### src/rtl/dht11_poll_scheduler.sv
// DHT11 poll scheduler: merges host and periodic requests, enforces the
// inter-read gap and per-read timeout, retries failed reads, latches good data.
module dht11_poll_scheduler #(
    parameter int unsigned MIN_GAP_CYCLES = 100_000_000,
    parameter int unsigned TIMEOUT_CYCLES = 10_000_000,
    parameter int unsigned PERIOD_CYCLES  = 200_000_000,
    parameter int unsigned MAX_RETRIES    = 3,
    parameter int unsigned RST_HOLD       = 4
) (
    input  logic        clk,
    input  logic        rst_n,
    input  logic        auto_en,
    input  logic        host_req,
    output logic        sensor_start,
    output logic        sensor_rst_n,
    input  logic        sensor_ready,
    input  logic [15:0] sensor_data,
    output logic [15:0] data_out,
    output logic        data_valid,
    output logic        fail,
    output logic [1:0]  err_code,
    output logic [1:0]  retry_cnt,
    output logic        busy
);

    localparam int unsigned CMAX =
        (TIMEOUT_CYCLES > RST_HOLD) ? TIMEOUT_CYCLES : RST_HOLD;
    localparam int GW = $clog2(MIN_GAP_CYCLES + 1);
    localparam int TW = $clog2(PERIOD_CYCLES + 1);
    localparam int CW = $clog2(CMAX + 1);

    localparam logic [GW-1:0] GAP_LOAD  = GW'(MIN_GAP_CYCLES);
    localparam logic [TW-1:0] TMR_LAST  = TW'(PERIOD_CYCLES - 1);
    localparam logic [CW-1:0] TO_LAST   = CW'(TIMEOUT_CYCLES - 1);
    localparam logic [CW-1:0] HOLD_LAST = CW'(RST_HOLD - 1);
    localparam logic [1:0]    RETRY_MAX = 2'(MAX_RETRIES);

    localparam logic [2:0] S_IDLE  = 3'd0;
    localparam logic [2:0] S_START = 3'd1;
    localparam logic [2:0] S_WAIT  = 3'd2;
    localparam logic [2:0] S_EVAL  = 3'd3;
    localparam logic [2:0] S_RSTS  = 3'd4;
    localparam logic [2:0] S_RETRY = 3'd5;
    localparam logic [2:0] S_GAPW  = 3'd6;

    logic [2:0]    r_state;
    logic [2:0]    w_next;
    logic [GW-1:0] r_gap;
    logic [TW-1:0] r_tmr;
    logic [CW-1:0] r_cnt;
    logic [15:0]   r_sample;
    logic          r_pending;
    logic          r_ready_q;
    logic          r_start;
    logic          r_rst_n;
    logic [15:0]   r_data;
    logic          r_valid;
    logic          r_fail;
    logic [1:0]    r_err;
    logic [1:0]    r_retry;
    logic          r_busy;

    logic w_done;
    logic w_gap_zero;
    logic w_tick;
    logic w_launch;
    logic w_wait_exit;

    assign w_done      = sensor_ready & ~r_ready_q;
    assign w_gap_zero  = (r_gap == '0);
    assign w_tick      = auto_en && (r_tmr == TMR_LAST);
    assign w_launch    = (r_state == S_IDLE) && (w_next == S_START);
    assign w_wait_exit = (r_state == S_WAIT) && (w_next != S_WAIT);

    always_comb begin
        w_next = r_state;
        unique case (r_state)
            S_IDLE:  if (r_pending && w_gap_zero) w_next = S_START;
            S_START: w_next = S_WAIT;
            S_WAIT: begin
                // a completion edge wins over a simultaneous timeout
                if (w_done)                w_next = S_EVAL;
                else if (r_cnt == TO_LAST) w_next = S_RSTS;
            end
            S_EVAL:  w_next = (r_sample != '0) ? S_IDLE : S_RETRY;
            S_RSTS:  if (r_cnt == HOLD_LAST) w_next = S_RETRY;
            S_RETRY: w_next = (r_retry < RETRY_MAX) ? S_GAPW : S_IDLE;
            S_GAPW:  if (w_gap_zero) w_next = S_START;
            default: w_next = S_IDLE;
        endcase
    end

    always_ff @(posedge clk or negedge rst_n) begin
        if (!rst_n) begin
            r_ready_q <= 1'b0;
            r_tmr     <= '0;
            r_pending <= 1'b0;
            r_gap     <= GAP_LOAD;
        end else begin
            r_ready_q <= sensor_ready;
            if (!auto_en)    r_tmr <= '0;
            else if (w_tick) r_tmr <= '0;
            else             r_tmr <= r_tmr + TW'(1);
            if (host_req || w_tick) r_pending <= 1'b1;
            else if (w_launch)      r_pending <= 1'b0;
            if (w_wait_exit)      r_gap <= GAP_LOAD;
            else if (!w_gap_zero) r_gap <= r_gap - GW'(1);
        end
    end

    always_ff @(posedge clk or negedge rst_n) begin
        if (!rst_n) begin
            r_state  <= S_IDLE;
            r_cnt    <= '0;
            r_sample <= '0;
            r_start  <= 1'b0;
            r_rst_n  <= 1'b1;
            r_data   <= '0;
            r_valid  <= 1'b0;
            r_fail   <= 1'b0;
            r_err    <= 2'b00;
            r_retry  <= 2'd0;
            r_busy   <= 1'b0;
        end else begin
            r_state <= w_next;
            r_start <= (w_next == S_START);
            r_rst_n <= (w_next != S_RSTS);
            r_busy  <= (w_next != S_IDLE);
            r_valid <= 1'b0;
            r_fail  <= 1'b0;
            if (w_next != r_state) r_cnt <= '0;
            else if (r_state == S_WAIT || r_state == S_RSTS)
                r_cnt <= r_cnt + CW'(1);
            if (r_state == S_WAIT && w_done) r_sample <= sensor_data;
            if (w_launch) r_retry <= 2'd0;
            if (r_state == S_WAIT && w_next == S_RSTS) r_err <= 2'b10;
            if (r_state == S_EVAL) begin
                // an all-zero word is the reader's checksum-failure marker
                if (r_sample != '0) begin
                    r_data  <= r_sample;
                    r_valid <= 1'b1;
                    r_err   <= 2'b00;
                end else begin
                    r_err   <= 2'b01;
                end
            end
            if (r_state == S_RETRY) begin
                if (r_retry < RETRY_MAX) r_retry <= r_retry + 2'd1;
                else                     r_fail  <= 1'b1;
            end
        end
    end

    assign sensor_start = r_start;
    assign sensor_rst_n = r_rst_n;
    assign data_out     = r_data;
    assign data_valid   = r_valid;
    assign fail         = r_fail;
    assign err_code     = r_err;
    assign retry_cnt    = r_retry;
    assign busy         = r_busy;

endmodule
### config.mk
export PLATFORM = sky130hd
export DESIGN_NAME = dht11_poll_scheduler
export DESIGN_NICKNAME = d
export VERILOG_FILES = /design/src/rtl/dht11_poll_scheduler.sv
export SDC_FILE = /design/constraint.sdc
export NUM_CORES = 1
export LEC_CHECK = 0
export BUFFER_PORTS_ARGS = -buffer_cell sky130_fd_sc_hd__buf_4
export CAP_MARGIN = 20
export CORE_MARGIN = 3
export CORE_UTILIZATION = 60
export DETAILED_ROUTE_END_ITERATION = 10
export GPL_ROUTABILITY_DRIVEN = 0
export PLACE_DENSITY = 0.89
export SETUP_SLACK_MARGIN = 0.1
export SKIP_LAST_GASP = 1
export SYNTH_ARGS = -nofsm -noshare
export SYNTH_HDL_FRONTEND = slang
export SYNTH_SLANG_ARGS = --single-unit
### constraint.sdc
create_clock -name clk -period 3.53 [get_ports clk]
set_input_delay 0.1765 -clock clk [delete_from_list [all_inputs] [get_ports clk]]
set_output_delay 0.1765 -clock clk [all_outputs]
set_load 0.005 [all_outputs]
# After elaboration in Yosys (flattened, before gate mapping)
# Index checks and enable logic that the tools add are counted.
[totals] register_bits=125 out_inout_bits=25 word_cells=79
[op_classes] add_sub_neg=4 n_lt_le_gt_ge=1 n_eq_ne=15 muxes=26 bitwise_logic=2 reduce_logical=16
[ops] op="$mux W28" n=2
[ops] op="$mux W27" n=2
[ops] op="$mux W24" n=2
[ops] op="$add A28 B1 Y28 const B" n=1
[ops] op="$eq A28 B28 Y1 const B" n=1
[ops] op="$logic_not A27 Y1" n=1
[ops] op="$sub A27 B1 Y27 const B" n=1
[ops] op="$add A24 B1 Y24 const B" n=1
[ops] op="$eq A24 B2 Y1 const B" n=1
[ops] op="$eq A24 B24 Y1 const B" n=1
[ops] op="$mux W3" n=7
[ops] op="$pmux W3 S7" n=1
[ops] op="$reduce_bool A16 Y1" n=1
[ops] op="$eq A3 B3 Y1 const B" n=4
[ops] op="$mux W2" n=5
[ops] op="$mux W1" n=7
[ops] op="$eq A3 B1 Y1 const B" n=2
[ops] op="$eq A3 B2 Y1 const B" n=2
[ops] op="$logic_and A1 B1 Y1" n=6
[ops] op="$reduce_bool A2 Y1" n=3
[ops] op="$logic_not A3 Y1" n=1
[ops] op="$ne A3 B2 Y1 const B" n=1
[ops] op="$ne A3 B3 Y1" n=1
[ops] op="$ne A3 B3 Y1 const B" n=1
[ops] op="8 further kinds" n=9

# Logic depth before layout (Yosys ltp)
[logic_depth] ltp_word=9 ltp_mapped=9 ltp_nobuf=7

# Worst setup path before layout
# No wires, ideal clock.
[synth_path] path_type="register -> register" from="reg r_gap[0]" to="reg r_cnt[6]" setup_time_ns=0.119 t_arrival_ns=2.396 required_time_ns=3.411 slack_ns=1.016 stages_incl_launch_ff=10 n_path_buf=2 period_less_slack_ns=2.514 cell_sequence="dfrtp_1 -> inv_1 -> ha_1 -> or3b_1 -> or4_1 -> buf_2 -> a2111oi_4 -> a2111o_2 -> buf_6 -> nor2_1"
[synth_via] elab_chain_cells=6
[synth_rtl] element="start, declared" line_no="48" source="logic [GW-1:0] r_gap;"
[synth_rtl] element="start signal, assigned" line_no="107" source="else if (!w_gap_zero) r_gap <= r_gap - GW'(1);"
[synth_rtl] element="$logic_not A27 Y1 *" line_no="70" source="assign w_gap_zero = (r_gap == '0);"
[synth_rtl] element="$logic_and A1 B1 Y1" line_no="78" source="S_IDLE: if (r_pending && w_gap_zero) w_next = S_START;"
[synth_rtl] element="$mux W3" line_no="78"
[synth_rtl] element="$pmux W3 S7 *" line_no="77" source="unique case (r_state)"
[synth_rtl] element="$ne A3 B3 Y1 *" line_no="131" source="if (w_next != r_state) r_cnt <= '0;"
[synth_rtl] element="$mux W24 / $reduce_bool A2 Y1 (equally long branches)"
[synth_rtl] element="end signal, assigned" line_no="133" source="r_cnt <= r_cnt + CW'(1);"
[synth_rtl] element="end, declared" line_no="50" source="logic [CW-1:0] r_cnt;"
# Mark *: on every way between the ends. The rest lies on a longest branch, timed or not.
# A chain may end at the register's enable or synchronous reset.

# Final worst setup path
[layout_path] from="reg r_gap[0]" to="reg r_cnt[13]"
# Same word-level chain as after synthesis.

==> flow_summary.ini <==
[critical_path]
critPathMaxFanout = 24
cp-start-kind = register
worstSetupEndpointType = register
arrival_ps = 3210
r2r_end = r_cnt[13]$_DFFE_PN0P_
r2r-start = r_gap[0]$_DFFE_PN0P_
cp.required_ps = 3930
slowest_stage = or4_1
reg2reg_depth = 7
path_cells = inv_1 -> ha_1 -> or3b_1 -> or4_1 -> a2111oi_4 -> a2111o_2 -> nor2_1
critPathMaxStageDelay_ps = 620
r2r_slack_ps = 710
critPathKind = reg2reg

[floorplanning]
num_io_pins = 46
row_count = 35
core-area_um2 = 9420
die_w_um = 105
die_h_um = 105
die-area_um2 = 11100
start_util = 0.626

[cells_and_area]
utilization = 0.765
synthToLayoutAreaGrowth_pct = 22.1
antenna_cells = 0
layout-drive-gt1-share = 0.219
layout_common_cells = dfrtp_1, nor2_1, buf_4, xor2_1, nand2_1
instances_no_fill = 769
nets = 653
final_common_cell = dfrtp_1

[timing]
finalCritPeriodShare = 0.798
worst_pin_slew_ps = 752
fin_worst_skew_ps = 12.2
grt_setup_unrepaired = no
clock.fmax_mhz = 355
fin_crit_ps = 2820
hold_viol_final = 0
tns_ps = 0
slew_headroom = 0.498
setup_viol_count_final = 0
finalMaxSlewViolations = 0
holdWs_ps = 270

[route]
drtPass1Iterations = 5
via_per_inst = 5.99
top_layer = met4
wl_met1_um = 5540
wire_per_inst_um = 17.8
drt_iter0_drc = 317
routed_wl_um = 13700
drtAntennaViolNets = 0
wl_met2_um = 7010
vias = 4608
met3_length_um = 764
drc = 0

[clock_network]
cts_tree = done
clock_latency_ps = 530
htreeDepth = 4
numCtsBuffers = 17
clockRootBuffer = clkbuf_8
cts_max_path_buffers = 2
cts_setup_buffers = 0
cts.sinks = 125
clk_pin_slew_ps = 60

[global_route]
grt_use_total = 0.266
grt_pass1_wl_um = 23300
first_global_vias = 4781
antenna_found_initial = 0
overflow = 0
grt_start_max_net_pins = 67

[power]
comb_power_share = 0.024
finalPower_w = 0.00332
power.leakage_nw = 3.19
peakVddDrop_mv = 0.508
p_int_w = 0.00265
p_sw_frac = 0.201
clkPwrFrac = 0.542
switchingPower_w = 0.000669
p_per_area_nw_per_um2 = 461
pwr-share-seq = 0.434

[yosys]
async_flop_share = 1.00
yosysWarnings = 0
synth.net_count = 577
yosys_register_bits = 125
netlist_area_um2 = 5900
synth_flop_cell = dfrtp_1
ys_types = 51
syn_avg_cell_area_um2 = 10.7
ys_seq_area_frac = 0.533
synth-edff-count = 0
syn_inst = 552

[placement]
dp.cells = 716
hpwl_um = 8370
portBuffers = 45

[outcome]
status = completed

[flow_run]
cap_viol_max_count = 0

[worst_hold_path]
hp-class = in2async
-- layout make-up --
class                   instances  area (um^2)
flip-flops and latches        125         3140
multi-input cells             398         2620
fillers                       555         2210
repair buffers                 76          628
clock buffers                  21          449
clock inverters                10          164
well taps                     129          161
inverters                      10         37.5
-- worst max-delay path: cells and delay by family, from the launching register on --
family	cells	cell delay, ps
adder cells (fa/ha/maj)	1	170
AO/OA/AOI/OAI	2	800
buffers and inverters	1	110
flip-flops	1	410
AND/OR/NAND/NOR	3	1190
-- Yosys cell counts, types with 4 or more instances --
master,n,area share
o31ai_1,4,0.0051
nor2_1,78,0.050
a21oi_1,7,0.0059
nand4_1,19,0.020
and2_1,4,0.0042
or4_1,6,0.0076
nor3_1,8,0.0068
mux2_2,32,0.061
nor3b_1,6,0.0076
o21ai_0,14,0.012
inv_1,10,0.0064
and3_1,6,0.0064
buf_2,4,0.0034
or3_1,10,0.011
dfrtp_1,112,0.48
ha_1,4,0.0085
xor2_1,52,0.077
nand2_1,37,0.024
clkbuf_1,11,0.0070
xnor2_1,15,0.022
nor4_1,21,0.022
dfstp_2,13,0.058
o21a_1,4,0.0051
nand3_1,31,0.026
o211ai_1,5,0.0064
-- flip-flops by register name, summed over array words and instances, names as in the netlist, 2 cells and up --
register / flops
data_out: 16
err_code: 2
r_cnt: 24
r_gap: 27
r_sample: 16
r_state: 3
r_tmr: 28
retry_cnt: 2
-- layer usage --
layer	GRT usage	up-vias
li1	-	2104
met1	0.317	2285
met2	0.451	184
met3	0.0729	35
met4	0.116	0
met5	0	-
-- cells by family after synthesis --
family	Yosys count	share of synthesized area
mux	32	0.0611
xor+xnor	67	0.0995
compound gates	47	0.0571
simple gates	248	0.218
fa+ha+maj	4	0.00849
flops	125	0.533
buf+inv	29	0.0231
-- what timing repair did --
item	4_1_cts	5_1_grt
gates resized for setup	0	0
endpoints found under the hold margin	78	0
hold buffers	20	0
-- how the worst max path moves through the flow --
stage,from,end,cells past startpoint
detailed placement,r_gap[0]$_DFFE_PN0P_,r_cnt[5]$_DFFE_PN0P_,7
finish,r_gap[0]$_DFFE_PN0P_,r_cnt[13]$_DFFE_PN0P_,7
CTS,r_gap[0]$_DFFE_PN0P_,r_cnt[7]$_DFFE_PN0P_,7
floorplan,r_gap[0]$_DFFE_PN0P_,r_cnt[6]$_DFFE_PN0P_,9
global placement,r_gap[0]$_DFFE_PN0P_,r_cnt[14]$_DFFE_PN0P_,7
global route,r_gap[0]$_DFFE_PN0P_,r_cnt[7]$_DFFE_PN0P_,7
-- power groups by stage --
stage	clock network, W	registers (W)	logic (W)
2_1_floorplan	0	0.00147	0.0000102
4_1_cts	0.00181	0.00144	0.0000802
3_5_place_dp	0	0.00147	0.0000623
5_1_grt	0.00188	0.00144	0.0000883
6_report	0.00180	0.00144	0.0000791
3_3_place_gp	0	0.00147	0.0000595
-- stage by stage --
| step | instance area [um^2] | worst slack [ps] |
|---|---|---|
| floorplan | 5900 | 1020 |
| global placement | 6380 | 871 |
| detailed placement | 6380 | 753 |
| CTS | 7190 | 746 |
| global route | 7200 | 575 |
| finish | 7200 | 712 |
No activity file was read; power rests on OpenSTA's default activity.
